<file path="config.mk">
export PLATFORM = sky130hd
export DESIGN_NAME = sng
export DESIGN_NICKNAME = d
export VERILOG_FILES = /design/src/rtl/sng.sv
export SDC_FILE = /design/constraint.sdc
export NUM_CORES = 1
export LEC_CHECK = 0
export BUFFER_PORTS_ARGS = -buffer_cell sky130_fd_sc_hd__clkbuf_2
export CORE_UTILIZATION = 38
export DETAILED_ROUTE_END_ITERATION = 8
export GPL_TIMING_DRIVEN = 0
export PLACE_DENSITY = 0.67
export SETUP_SLACK_MARGIN = 0.3
export SLEW_MARGIN = 20
export SYNTH_ARGS = -nofsm -noshare
export SYNTH_HDL_FRONTEND = slang
export SYNTH_SLANG_ARGS = --single-unit
</file>
<file path="constraint.sdc">
create_clock -name i_clk_sng -period 1.2 [get_ports i_clk_sng]
set_input_delay 0.24 -clock i_clk_sng [delete_from_list [all_inputs] [get_ports i_clk_sng]]
set_output_delay 0.24 -clock i_clk_sng [all_outputs]
set_load 0.005 [all_outputs]
</file>
<file path="src/rtl/sng.sv">
// Stochastic number generator: encodes an unsigned magnitude as a unipolar bit
// stream by comparing the latched value against a maximal-length LFSR.
module sng #(
    parameter int WIDTH      = 4,
    parameter int SEED       = 1,
    parameter int STREAM_LEN = 0
) (
    input  logic             i_clk_sng,
    input  logic             i_rst_sng,
    input  logic [WIDTH-1:0] i_x_bn,
    input  logic             i_start_sng,
    input  logic             i_stop_sng,
    output logic             o_sn_bit,
    output logic             o_valid_sng
);

    // Tap masks over q[15:0] for Fibonacci shift-left LFSRs, one primitive polynomial per width.
    function automatic logic [15:0] tap_mask(input int w);
        case (w)
            3:       tap_mask = 16'h0006;
            4:       tap_mask = 16'h000C;
            5:       tap_mask = 16'h0014;
            6:       tap_mask = 16'h0030;
            7:       tap_mask = 16'h0060;
            8:       tap_mask = 16'h00B8;
            9:       tap_mask = 16'h0110;
            10:      tap_mask = 16'h0240;
            11:      tap_mask = 16'h0500;
            12:      tap_mask = 16'h0829;
            13:      tap_mask = 16'h100D;
            14:      tap_mask = 16'h2015;
            15:      tap_mask = 16'h6000;
            16:      tap_mask = 16'hD008;
            default: tap_mask = 16'h000C;
        endcase
    endfunction

    localparam logic [15:0]      TAPS16  = tap_mask(WIDTH);
    localparam logic [WIDTH-1:0] TAPS    = TAPS16[WIDTH-1:0];
    localparam logic [WIDTH-1:0] SEED_W  = WIDTH'(SEED);
    // An all-zero LFSR would lock up, so a zero seed is replaced by 1.
    localparam logic [WIDTH-1:0] SEED_V  = (SEED_W == '0) ? WIDTH'(1) : SEED_W;
    localparam int               CNT_W   = (STREAM_LEN > 0) ? $clog2(STREAM_LEN + 1) : 1;

    typedef enum logic {
        IDLE,
        RUN
    } state_t;

    state_t             r_state;
    logic [WIDTH-1:0]   r_lfsr;
    logic [WIDTH-1:0]   r_x_q;
    logic [CNT_W-1:0]   r_cnt;

    logic               w_fb;
    logic [WIDTH-1:0]   w_lfsr_next;
    logic [CNT_W-1:0]   w_cnt_next;
    logic               w_last;

    assign w_fb        = ^(r_lfsr & TAPS);
    assign w_lfsr_next = {r_lfsr[WIDTH-2:0], w_fb};
    assign w_cnt_next  = r_cnt + 1'b1;
    assign w_last      = (STREAM_LEN > 0) && (w_cnt_next == CNT_W'(STREAM_LEN));

    // Priority: stop over start over normal stepping; all outputs are registered.
    always_ff @(posedge i_clk_sng or posedge i_rst_sng) begin
        if (i_rst_sng) begin
            // NOTE: non-blocking assignments keep every register sampling pre-edge values.
            r_state     <= IDLE;
            r_lfsr      <= SEED_V;
            r_x_q       <= '0;
            r_cnt       <= '0;
            o_sn_bit    <= 1'b0;
            o_valid_sng <= 1'b0;
        end else if (i_stop_sng) begin
            r_state     <= IDLE;
            o_sn_bit    <= 1'b0;
            o_valid_sng <= 1'b0;
        end else if (i_start_sng) begin
            r_state     <= RUN;
            r_x_q       <= i_x_bn;
            r_lfsr      <= SEED_V;
            r_cnt       <= '0;
            o_sn_bit    <= 1'b0;
            o_valid_sng <= 1'b0;
        end else begin
            case (r_state)
                IDLE: begin
                    o_sn_bit    <= 1'b0;
                    o_valid_sng <= 1'b0;
                end
                RUN: begin
                    o_sn_bit    <= (r_x_q >= r_lfsr);
                    o_valid_sng <= 1'b1;
                    r_lfsr      <= w_lfsr_next;
                    r_cnt       <= w_cnt_next;
                    if (w_last) r_state <= IDLE;
                end
                default: r_state <= IDLE;
            endcase
        end
    end

endmodule

</file>
==> flow_results.xml <==
<?xml version="1.0" encoding="UTF-8"?>
<metrics>
  <group name="die">
    <metric name="total_die_area" unit="mm2">0.00150</metric>
    <metric name="ioPinCount" unit="">10</metric>
    <metric name="start_util" unit="">0.437</metric>
    <metric name="core.rowCount" unit="">12</metric>
    <metric name="core_region_area" unit="mm2">0.00117</metric>
    <metric name="die_y" unit="um">38.7</metric>
    <metric name="dieWidth" unit="um">38.7</metric>
  </group>
  <group name="sta">
    <metric name="fin_setup_tns" unit="ps">0</metric>
    <metric name="max_slew_margin" unit="">0.724</metric>
    <metric name="finalSetupViolations" unit="">0</metric>
    <metric name="max_clock_freq" unit="MHz">898</metric>
    <metric name="finalMaxSlewViolations" unit="">0</metric>
    <metric name="min_period_over_period" unit="">0.928</metric>
    <metric name="fin_crit" unit="ps">1110</metric>
    <metric name="grt_setup_unrepaired" unit="">yes</metric>
    <metric name="tightest_slew" unit="ps">414</metric>
    <metric name="hold_viol" unit="">0</metric>
    <metric name="skew" unit="ps">1.97</metric>
  </group>
  <group name="placed_design">
    <metric name="portbufs" unit="">9</metric>
    <metric name="place_hpwl" unit="um">567</metric>
    <metric name="place.gp.congestion" unit="">0.717</metric>
  </group>
  <group name="clock_tree">
    <metric name="cts-htree-levels" unit="">1</metric>
    <metric name="clock_sink_count" unit="">11</metric>
    <metric name="clockRootBuffer" unit="">clkbuf_4</metric>
    <metric name="worst_setup_hold_path_clk_slew" unit="ps">70</metric>
    <metric name="cts.path.max_buffers" unit="">2</metric>
    <metric name="worstSkewPairLatency" unit="ps">270</metric>
    <metric name="numCtsBuffers" unit="">3</metric>
    <metric name="cts_tree" unit="">built</metric>
  </group>
  <group name="worst_setup_path">
    <metric name="worstPathRequired" unit="ps">1360</metric>
    <metric name="worstSetupPathType" unit="">reg -&gt; reg</metric>
    <metric name="slowest_stage" unit="">dfstp_2</metric>
    <metric name="kind_of_cell_adding_the_most_delay_to_the_critical_path" unit="">flip-flops</metric>
    <metric name="worst_setup_end_kind" unit="">flip-flop</metric>
    <metric name="path_max_fanout" unit="">2</metric>
    <metric name="path_buf_inv" unit="">0</metric>
    <metric name="max_stage_delay" unit="ps">560</metric>
    <metric name="critical_path_cell_sequence" unit="">ha_4 -&gt; nor2_2 -&gt; a21o_1 -&gt; a21oi_2</metric>
    <metric name="crit_path_start_kind" unit="">flip-flop</metric>
    <metric name="critPathArrivalTime" unit="ps">1270</metric>
  </group>
  <group name="yosys">
    <metric name="syn_nets" unit="">55</metric>
    <metric name="synth_edf_count" unit="">0</metric>
    <metric name="netlist_instances" unit="">43</metric>
    <metric name="synth.yosys.warnings" unit="">0</metric>
    <metric name="netlist-cell-type-count" unit="">16</metric>
    <metric name="leading_register_cell_type_out_of_synthesis" unit="">dfrtp_1</metric>
    <metric name="synth.avg_cell_area" unit="um2">11.9</metric>
    <metric name="share_of_synthesized_flip_flops_with_an_asynchronous_set_or_reset" unit="">1.00</metric>
    <metric name="netlist_area" unit="um2">512</metric>
    <metric name="ys_ff_latch" unit="">11</metric>
    <metric name="ys_seq_area_frac" unit="">0.540</metric>
  </group>
  <group name="global_route">
    <metric name="gr-usage-all-layers" unit="">0.155</metric>
    <metric name="antenna_found_initial" unit="">0</metric>
    <metric name="vias_in_the_first_global_route" unit="">355</metric>
    <metric name="grt_remaining_overflow" unit="">0</metric>
    <metric name="grt_first_pass_wirelength" unit="um">1440</metric>
    <metric name="grt_max_degree" unit="">12</metric>
  </group>
  <group name="final_layout">
    <metric name="mostFrequentLayoutCell" unit="">dfrtp_1</metric>
    <metric name="post_route_cells_drive_above_1_share" unit="">0.500</metric>
    <metric name="most_used_cells_in_the_layout_excluding_fill_and_tap_cells" unit="">dfrtp_1 (10), clkbuf_2 (9), nand2_1 (4), o21ai_1 (4), inv_1 (4)</metric>
    <metric name="antennaDiodeCount" unit="">0</metric>
    <metric name="syn2layout_area_growth" unit="%">32.0</metric>
    <metric name="fin_nets" unit="">73</metric>
  </group>
  <group name="routing">
    <metric name="num_vias" unit="">355</metric>
    <metric name="drt_iter0_drc" unit="">2</metric>
    <metric name="wire_per_inst" unit="um">11.4</metric>
    <metric name="postRouteAntennaNets" unit="">0</metric>
    <metric name="drt-pass1-iter-count" unit="">4</metric>
    <metric name="post_drt_via_cell_ratio" unit="">4.80</metric>
    <metric name="aggregate_routed_wire_length" unit="um">845</metric>
    <metric name="final_routed_drc_violation_total" unit="">0</metric>
  </group>
  <group name="power">
    <metric name="power_per_cell_area" unit="mW/mm2">1280</metric>
    <metric name="leakagePower" unit="nW">0.311</metric>
    <metric name="vdd_drop_max" unit="V">0.000657</metric>
    <metric name="total_power" unit="mW">0.863</metric>
  </group>
  <group name="flow_run">
    <metric name="cap_viol_max_count" unit="">0</metric>
  </group>
  <group name="status">
    <metric name="outcome" unit="">complete, no violations</metric>
  </group>
  <group name="hold_path">
    <metric name="min_path_type" unit="">in -&gt; reg</metric>
  </group>
</metrics>
-- sequential cells by signal, indices dropped and copies added, names as in the netlist --
| signal | cells |
|---|---|
| o_valid_sng | 1 |
| r_lfsr | 4 |
| r_state | 1 |
| r_x_q | 4 |
| o_sn_bit | 1 |
-- cell families after synthesis --
logic type,after synthesis,synth area share
compound gates,10,0.127
xor+xnor,1,0.0171
fa+ha+maj,4,0.0978
buf+inv,5,0.0367
flops,11,0.540
mux,3,0.0660
simple gates,9,0.115
-- cells in the mapped netlist (3+ instances only) --
| master | n | area (um2) |
|---|---|---|
| nor2_1 | 3 | 11.3 |
| nand2_1 | 4 | 15.0 |
| mux2_2 | 3 | 33.8 |
| dfrtp_1 | 10 | 250 |
| ha_1 | 4 | 50.1 |
| o21ai_0 | 5 | 25.0 |
| inv_1 | 5 | 18.8 |
-- worst paths after layout --
kind / to / slack, ps / start / cells past startpoint
max in group asynchronous: r_lfsr[0] / 400 / i_rst_sng / 3
max: o_sn_bit / 90 / r_lfsr[0] / 4
min reg2reg: r_lfsr[2] / 500 / r_lfsr[1] / 2
min: r_x_q[0] / 190 / i_x_bn[0] / 3
min in group asynchronous: r_state / 480 / i_rst_sng / 3
max reg2reg: o_sn_bit / 90 / r_lfsr[0] / 4
-- what timing repair did --
action	4_1_cts	5_1_grt
setup endpoints to repair	3	7
pin swaps	2	6
resized for setup	0	10
buffers inserted	2	1
hold endpoints to repair	10	0
hold buffers	1	0
-- final cells by class --
class | instances | area (um2)
clock buffers | 4 | 26.3
flip-flops and latches | 11 | 277
well taps | 14 | 17.5
multi-input cells | 27 | 255
fillers | 110 | 495
repair buffers | 13 | 81.3
inverters | 5 | 18.8
-- report_power, final --
| group | internal [mW] | switching, mW |
|---|---|---|
| Clock | 0.129 | 0.123 |
| Sequential | 0.409 | 0.0216 |
| Combinational | 0.0970 | 0.0836 |
-- layer usage --
layer	share of wire	track usage	up-vias
met1	0.44	0.167	165
met3	0.064	0.104	0
li1	-	-	175
met2	0.49	0.229	15
met4	0	0.0776	0
met5	0	0	-
-- tightest hold or removal path, cell delays in order --
cell      delay [ps]
clkbuf_2          80
nand2_1           40
o21ai_0           60
-- stage by stage --
stage	std cells	util	instance area, um2	hold slack [ps]	setup slack (ps)
global placement	66	0.501	587	228	59.2
floorplan	43	-	524	91.7	110
detailed placement	66	0.501	587	233	58.6
global route	74	0.577	676	193	25.7
CTS	73	0.545	638	172	74.5
finish	74	0.577	676	189	86.5
(Power assumes the default switching activity.)
